[config.mk]
export PLATFORM = sky130hd
export DESIGN_NAME = wr_side_ctrl
export DESIGN_NICKNAME = d
export VERILOG_FILES = /design/src/rtl/fifo_pkg.sv /design/src/rtl/gray_sync.sv /design/src/rtl/wr_side_ctrl.sv
export SDC_FILE = /design/constraint.sdc
export NUM_CORES = 1
export LEC_CHECK = 0
export BUFFER_PORTS_ARGS = -buffer_cell sky130_fd_sc_hd__buf_2
export CORE_AREA = 2 2 45 55
export CTS_CLUSTER_DIAMETER = 80
export DETAILED_ROUTE_END_ITERATION = 8
export DIE_AREA = 0 0 47 57
export PLACE_DENSITY = 0.77
export RECOVER_POWER = 25
export SLEW_MARGIN = 30
export SYNTH_ARGS = -nofsm -noshare
export SYNTH_HDL_FRONTEND = slang
export SYNTH_HIERARCHICAL = 1
export SYNTH_SLANG_ARGS = --single-unit
[constraint.sdc]
create_clock -name wr_clk_i -period 5.42 [get_ports wr_clk_i]
set_input_delay 0.813 -clock wr_clk_i [delete_from_list [all_inputs] [get_ports wr_clk_i]]
set_output_delay 0.813 -clock wr_clk_i [all_outputs]
set_load 0.01 [all_outputs]
[src/rtl/fifo_pkg.sv]
// fifo_pkg: Gray/binary pointer conversions and parameter legality helpers for the FIFO pointer logic.
package fifo_pkg;

    localparam int MAX_PW = 13;

    function automatic logic [MAX_PW-1:0] bin2gray(input logic [MAX_PW-1:0] b);
        return b ^ (b >> 1);
    endfunction

    // Upper unused bits must be zero; then any pointer width up to MAX_PW converts correctly.
    function automatic logic [MAX_PW-1:0] gray2bin(input logic [MAX_PW-1:0] g);
        logic [MAX_PW-1:0] b;
        b[MAX_PW-1] = g[MAX_PW-1];
        for (int i = MAX_PW - 2; i >= 0; i--) b[i] = b[i+1] ^ g[i];
        return b;
    endfunction

    function automatic bit awidth_ok(input int aw);
        return aw >= 2 && aw <= 12;
    endfunction

    function automatic bit sync_ok(input int st);
        return st >= 2 && st <= 4;
    endfunction

endpackage

[src/rtl/gray_sync.sv]
// gray_sync: multi-flop synchronizer for a Gray-coded pointer crossing into the local clock domain.
module gray_sync #(
    parameter int WIDTH  = 5,
    parameter int STAGES = 2
) (
    input  logic             clk,
    input  logic             aclr_n,
    input  logic [WIDTH-1:0] d_i,
    output logic [WIDTH-1:0] q_o
);

    logic [WIDTH-1:0] sync_q [STAGES];

    always_ff @(posedge clk or negedge aclr_n) begin
        if (!aclr_n) begin
            for (int i = 0; i < STAGES; i++) sync_q[i] <= '0;
        end else begin
            sync_q[0] <= d_i;
            for (int i = 1; i < STAGES; i++) sync_q[i] <= sync_q[i-1];
        end
    end

    assign q_o = sync_q[STAGES-1];

endmodule

[src/rtl/wr_side_ctrl.sv]
// wr_side_ctrl: write-domain half of an async FIFO; owns the write pointer and derives
// full, almost-full, fill level and sticky overflow against a synchronized read pointer.
module wr_side_ctrl
    import fifo_pkg::*;
#(
    parameter int AWIDTH      = 4,
    parameter int SYNC_STAGES = 2,
    parameter int AFULL_LVL   = 2**AWIDTH - 2
) (
    input  logic              wr_clk_i,
    input  logic              aclr_i,
    input  logic              wr_req_i,
    input  logic [AWIDTH:0]   rd_pntr_gray_i,
    input  logic              wr_ovf_clr_i,
    output logic              wr_en_o,
    output logic [AWIDTH-1:0] wr_addr_o,
    output logic [AWIDTH:0]   wr_pntr_gray_o,
    output logic              wr_full_o,
    output logic              wr_afull_o,
    output logic [AWIDTH:0]   wr_usedw_o,
    output logic              wr_ovf_o
);

    if (!awidth_ok(AWIDTH) || !sync_ok(SYNC_STAGES) || AFULL_LVL < 1 || AFULL_LVL > 2**AWIDTH) begin : g_bad_param
        $error("wr_side_ctrl: illegal AWIDTH, SYNC_STAGES or AFULL_LVL");
    end

    localparam logic [AWIDTH:0] DEPTH = (AWIDTH+1)'(2**AWIDTH);
    localparam logic [AWIDTH:0] AFULL = (AWIDTH+1)'(AFULL_LVL);

    logic [AWIDTH:0]   rd_gray_s, rd_bin_s;
    logic [MAX_PW-1:0] rd_bin_w, wr_gray_w;
    logic [AWIDTH:0]   wr_bin_q, wr_bin_d, gray_q, gray_d, used_q, used_d;
    logic              full_q, full_d, afull_q, afull_d, ovf_q, ovf_d;

    gray_sync #(.WIDTH(AWIDTH+1), .STAGES(SYNC_STAGES)) u_rd_sync (
        .clk    (wr_clk_i),
        .aclr_n (aclr_i),
        .d_i    (rd_pntr_gray_i),
        .q_o    (rd_gray_s)
    );

    assign rd_bin_w  = gray2bin(MAX_PW'(rd_gray_s));
    assign rd_bin_s  = rd_bin_w[AWIDTH:0];
    assign wr_gray_w = bin2gray(MAX_PW'(wr_bin_d));
    assign wr_en_o   = wr_req_i & ~full_q;

    always_comb begin
        wr_bin_d = wr_bin_q + (AWIDTH+1)'(wr_en_o);
        gray_d   = wr_gray_w[AWIDTH:0];
        used_d   = wr_bin_d - rd_bin_s;
        full_d   = used_d == DEPTH;
        afull_d  = used_d >= AFULL;
        ovf_d    = (wr_req_i & full_q) | (ovf_q & ~wr_ovf_clr_i);
    end

    always_ff @(posedge wr_clk_i or negedge aclr_i) begin
        if (!aclr_i) begin
            wr_bin_q <= '0;
            gray_q   <= '0;
            used_q   <= '0;
            full_q   <= 1'b0;
            afull_q  <= 1'b0;
            ovf_q    <= 1'b0;
        end else begin
            wr_bin_q <= wr_bin_d;
            gray_q   <= gray_d;
            used_q   <= used_d;
            full_q   <= full_d;
            afull_q  <= afull_d;
            ovf_q    <= ovf_d;
        end
    end

    assign wr_addr_o      = wr_bin_q[AWIDTH-1:0];
    assign wr_pntr_gray_o = gray_q;
    assign wr_usedw_o     = used_q;
    assign wr_full_o      = full_q;
    assign wr_afull_o     = afull_q;
    assign wr_ovf_o       = ovf_q;

endmodule

; Yosys cells after proc, flatten, opt, wreduce, memory -nomap -nowiden
; Index checks and enable logic that the tools add are counted.
[word_totals]
register_bits = 28
out_inout_bits = 18
[classes]
n_addsub = 2
order_cmp = 1
n_eq_ne = 1
bitwise = 11
[ops]
columns = cell, n
row1 = 5-bit by 1-bit adder with 5-bit output, 1
row2 = 5-bit == test (second input constant), 1
row3 = 5-bit by 4-bit >= comparator with 1-bit output (second input constant), 1
row4 = 5-bit subtractor, 1
row5 = 5-bit by 4-bit XOR with 5-bit output, 1
row6 = 1-bit XOR, 4
row7 = 1-bit bitwise AND, 3
row8 = 1-bit inverter, 2
row9 = 1-bit OR, 1

; Logic depth before layout (Yosys ltp)
[depth]
word_depth = 6
ltp_mapped = 12
depth_no_buf = 11

; Cells and area by module
; The synthesis kept the hierarchy.
[modules_own_cells]
columns = module, instances, cells_per_inst, area_per_inst_um2
row1 = wr_side_ctrl, 1, 64, 805.8
row2 = gray_sync, 1, 15, 287.8

; Least setup slack after synthesis
; OpenSTA, ideal clock, no wires.
[synth_path]
kind = input -> register
start = input wr_req_i
end = register afull_q (netlist: wr_afull_o)
setup_time_ns = 0.119
t_arrival_ns = 2.802
slack_ns = 2.498
stages = 9
path_cell_list = nor2b_1 ha_1 ha_1 xor2_1 ha_1 a21o_1 a21oi_1 xnor2_1 a21bo_2
[synth_via]
elab_chain_cells = 4
[synth_lines]
columns = item, line
row1 = "start, declared", wr_side_ctrl.sv:12  ; input logic wr_req_i,
row2 = 1-bit bitwise AND, wr_side_ctrl.sv:46  ; assign wr_en_o = wr_req_i & ~full_q;
row3 = 5-bit by 1-bit adder with 5-bit output, wr_side_ctrl.sv:49  ; wr_bin_d = wr_bin_q + (AWIDTH+1)'(wr_en_o);
row4 = named net wr_bin_d[2], wr_side_ctrl.sv:33  ; logic [AWIDTH:0] wr_bin_q, wr_bin_d, gray_q, gray_d, used_q, used_d;
row5 = 5-bit subtractor, wr_side_ctrl.sv:51  ; used_d = wr_bin_d - rd_bin_s;
row6 = 5-bit by 4-bit >= comparator with 1-bit output, wr_side_ctrl.sv:53  ; afull_d = used_d >= AFULL;
row7 = named net afull_d, wr_side_ctrl.sv:34  ; logic full_q, full_d, afull_q, afull_d, ovf_q, ovf_d;
row8 = "end signal, assigned", wr_side_ctrl.sv:70  ; afull_q <= afull_d;
row9 = "end, declared", wr_side_ctrl.sv:34
; The timed path passes the listed nets, and every way through them passes these cells.

; Worst setup path after layout
; Same ends and word-level chain as after synthesis.

==> impl_summary.md <==
Cells and area
The number of antenna diodes in the final layout is 0. The share of layout cells above drive strength 1 is 0.3269. The library cell used most frequently in the layout, excluding fill and tap cells, is sky130_fd_sc_hd__dfrtp_1. The layout-stage area growth over the synthesis result is 14.30%.

The number of nets in the layout is 121. In the layout the commonest cells are 27 x sky130_fd_sc_hd__dfrtp_1, 25 x sky130_fd_sc_hd__buf_2, 12 x sky130_fd_sc_hd__inv_1. Once layout is complete, the utilization of the core stands at 0.5715.

Worst setup path
The kind of start point of the critical path is an input pin. At the worst endpoint, the arrival time is 2960 ps. The highest net fanout along the worst path is 4. The launch point of the worst reg-to-reg path is u_rd_sync/q_o[4]$_DFF_PN0_. The required time at the endpoint of the critical path is 5640 ps. The worst setup slack for register-to-register paths is 2750 ps.

The cell count of the worst reg-to-reg path is 11. The critical path in this run is classified as in2reg. The nature of the critical path endpoint is a register. The end of the worst register-to-register path is wr_afull_o$_DFF_PN0_.

Synth
The sequential element share of the synthesized area is 0.6178. Measured against the total synthesized area, the mux share comes to 0. Counting distinct cell types in the post-synthesis netlist gives 19. The adder and majority gate portion of the synthesized area is 0.08696. The area fraction in compound gates after synthesis is 0.03661. Counting flops with a built-in enable in the synthesized netlist gives 0.

Each instance of the synthesized netlist takes up on average 13.84 um2. The fraction of the mapped netlist area in simple logic gates is 0.03547. The fraction of synthesis flops using an asynchronous set or reset pin is 1.000. The main combinational cell family by area after synthesis is XOR/XNOR gates. The net count after synthesis is 95. Synthesis handed over a netlist of 79 instances. For this run, the number of Yosys warnings is 6. The register bit total from synthesis is 27. Of the total synthesized cell area, the portion taken by XOR and XNOR cells is 0.1476. In this run the cell area of the synthesized design comes to about 0.0011 mm2.

The prevailing post-synth register cell is sky130_fd_sc_hd__dfrtp_1.

Global routing
The initial antenna violation count is 0. The largest net degree at the start of global routing is 28. Across every metal layer, demand over resource in global routing totals 0.1255. The total overflow left after global routing is 0. The first global-routing pass estimated around 2400 um of wire. The number of global-route vias before repair was approximately 650.

Outcome
The run finished with clean final reports.

Clocking
The CTS buffer count is 3. Counting along the longest clock path gives a buffer depth of 2. TritonCTS built the clock tree.

The register clock-pin slew on the reported worst setup and hold paths is ~130 ps. After clock tree synthesis, the setup repair step added 0 buffers. For the worst-skew pair, the clock arrives at the later sink with an insertion delay of 320 ps. The number of sinks on the clock net is 27. The number of resized instances in the post-cts repair step is 0. The hold buffer count at CTS is 0. The maximum level of the CTS H-tree is 1.

Clock tree synthesis selected as its root buffer the cell sky130_fd_sc_hd__clkbuf_4.

STA
The final max-slew violation count came to 0. The clock skew after layout is a little over 4 ps. The maximum clock frequency is between 300 and 400 MHz. Setup repair after global routing left no endpoint under its margin. The summed negative setup slack over all endpoints is 0 ps. The measured slew at the worst slew-check pin is 1324 ps. Setup slack on the critical path of the routed design comes to 2677 ps. The worst slew slack as a fraction of its limit is 0.1176. The final setup violation count is 0. The total count of hold-check failures in the final report was 0. After layout, the minimum clock period comes to around 2700 ps. Across all hold checks on the routed design, the worst slack comes to 363.6 ps. Dividing the final minimum period by the clock period gives 0.5061.

Min path
The worst hold path startpoint is u_rd_sync/sync_q[9]$_DFF_PN0_. The worst hold path endpoint is u_rd_sync/q_o[4]$_DFF_PN0_. The hold path depth is 0.

The class of the worst hold path is reg2reg.

Pwr
The analysis attributes to net switching a power of 320.1 uW. Cell internal power was estimated by the tool at 502.8 uW. The share of total power dissipated in sequential elements is 0.375. The worst-case IR drop observed on VDD is about 280 uV. Of the total power, the share spent switching nets is 0.3890. The static power due to leakage is 0.0006410 uW.

The power density of the placed cells is approximately 660 mW/mm2. The share of total power dissipated in the clock network is 0.099. The share of total power dissipated in combinational logic is 0.526.

Die
In this run the vertical extent of the chip is 57 um. From left edge to right edge, the die measures between 40 and 50 um. The number of rows created at floorplan is 19. The number of top-level pins is 27. The die covers 0.002679 mm2.

The core region is 0.002187 mm2. The initial cell density of the core is 0.5000.

Detailed routing
The post-detailed-route wirelength per cell is between 9 and 10 um. The number of nets with antenna violations after routing is 0. The total DRC errors in the routed layout is 0. After detailed routing, the total wire length is ~1300 um.

The routed layout has 606 vias. Using the TritonRoute via totals, the vias-per-cell ratio works out to 4.489. The number of search-and-repair iterations in the first detailed-routing pass is 3. The first routing iteration left 5 violations.

Placed design
Prior to clock tree synthesis, the placed netlist has a worst setup slack of 2318 ps. Once detailed placement completed, the half-perimeter wirelength came to ~1100 um. The count of input and output buffers is 26. The final RePlAce weighted congestion is 0.7269.

Flow run
Max-cap violations in this run came to 0.
power by group through the flow:
stage	logic [uW]	clock network (uW)	registers, uW
after global placement	426	0	312
after detailed placement	442	0	315
after global routing	495	91.6	320
final	433	81.5	308
after floorplan	280	0	350
after CTS	443	85.9	310
cell families after synthesis:
kind of cell	count (synthesis)
xor gates and xnor gates	15
DFF	27
adders and majority gates	7
and+or+nand+nor	7
AOI/OAI and AO/OA	6
buffers and inverters	17
metrics by stage:
stage	instance area [um2]	total power (uW)	instances
2_1_floorplan	1094	629.1	79
3_3_place_gp	1225	738.6	131
3_5_place_dp	1225	757.1	131
4_1_cts	1251	839.1	135
5_1_grt	1250	906.1	135
6_report	1250	822.9	135
final cells by class:
class / instances / area (um2)
Clock buffer: 4 / 26.28
Fill cell: 208 / 937.1
Inverter: 12 / 45.04
Multi-Input combinational cell: 35 / 335.3
Sequential cell: 27 / 675.6
Tap cell: 31 / 38.79
Timing Repair Buffer: 26 / 128.9
cells in the mapped netlist (all sizes together) (2+ instances only):
cell / number / area [um2]
a21o: 2 / 15.01
xor2: 8 / 92.59
ha: 6 / 75.07
inv: 12 / 45.04
dfrtp: 27 / 675.7
buf: 5 / 37.54
nand3: 3 / 20.02
xnor2: 7 / 68.82
a21oi: 2 / 10.01
registers in the layout, summed over array words and instances (netlist names):
name              count
u_rd_sync/q_o         5
u_rd_sync/sync_q      5
wr_afull_o            1
wr_bin_q              4
wr_full_o             1
wr_ovf_o              1
wr_pntr_gray_o        5
wr_usedw_o            5
per-layer routing:
layer	vias up	part of all wire	routed length (um)	global-route usage
met2	22	0.55	741	0.2290
li1	284	-	-	-
met3	5	0.057	76	0.02848
met1	295	0.36	485	0.1190
met4	0	0.030	41	0.07143
met5	-	0	0	0
worst max-delay path by stage:
stage	endpoint	cells after the start	slack, ps	from
after floorplan	wr_afull_o$_DFF_PN0_	9	2500	wr_req_i
after global routing	wr_afull_o$_DFF_PN0_	11	2560	u_rd_sync/q_o[4]$_DFF_PN0_
after CTS	wr_afull_o$_DFF_PN0_	10	2670	wr_req_i
final	wr_afull_o$_DFF_PN0_	10	2680	wr_req_i
after detailed placement	wr_afull_o$_DFF_PN0_	10	2320	wr_req_i
after global placement	wr_afull_o$_DFF_PN0_	10	2410	wr_req_i
worst max-delay path: stages:
cell                      delay, ps
sky130_fd_sc_hd__buf_2          100
sky130_fd_sc_hd__nor2b_1        140
sky130_fd_sc_hd__ha_1           200
sky130_fd_sc_hd__ha_1           220
sky130_fd_sc_hd__xor2_1         350
sky130_fd_sc_hd__ha_1           340
sky130_fd_sc_hd__a21o_1         190
sky130_fd_sc_hd__a21oi_1        180
sky130_fd_sc_hd__xnor2_1        180
sky130_fd_sc_hd__a21bo_2        250
No activity file was read; power rests on OpenSTA's default activity.
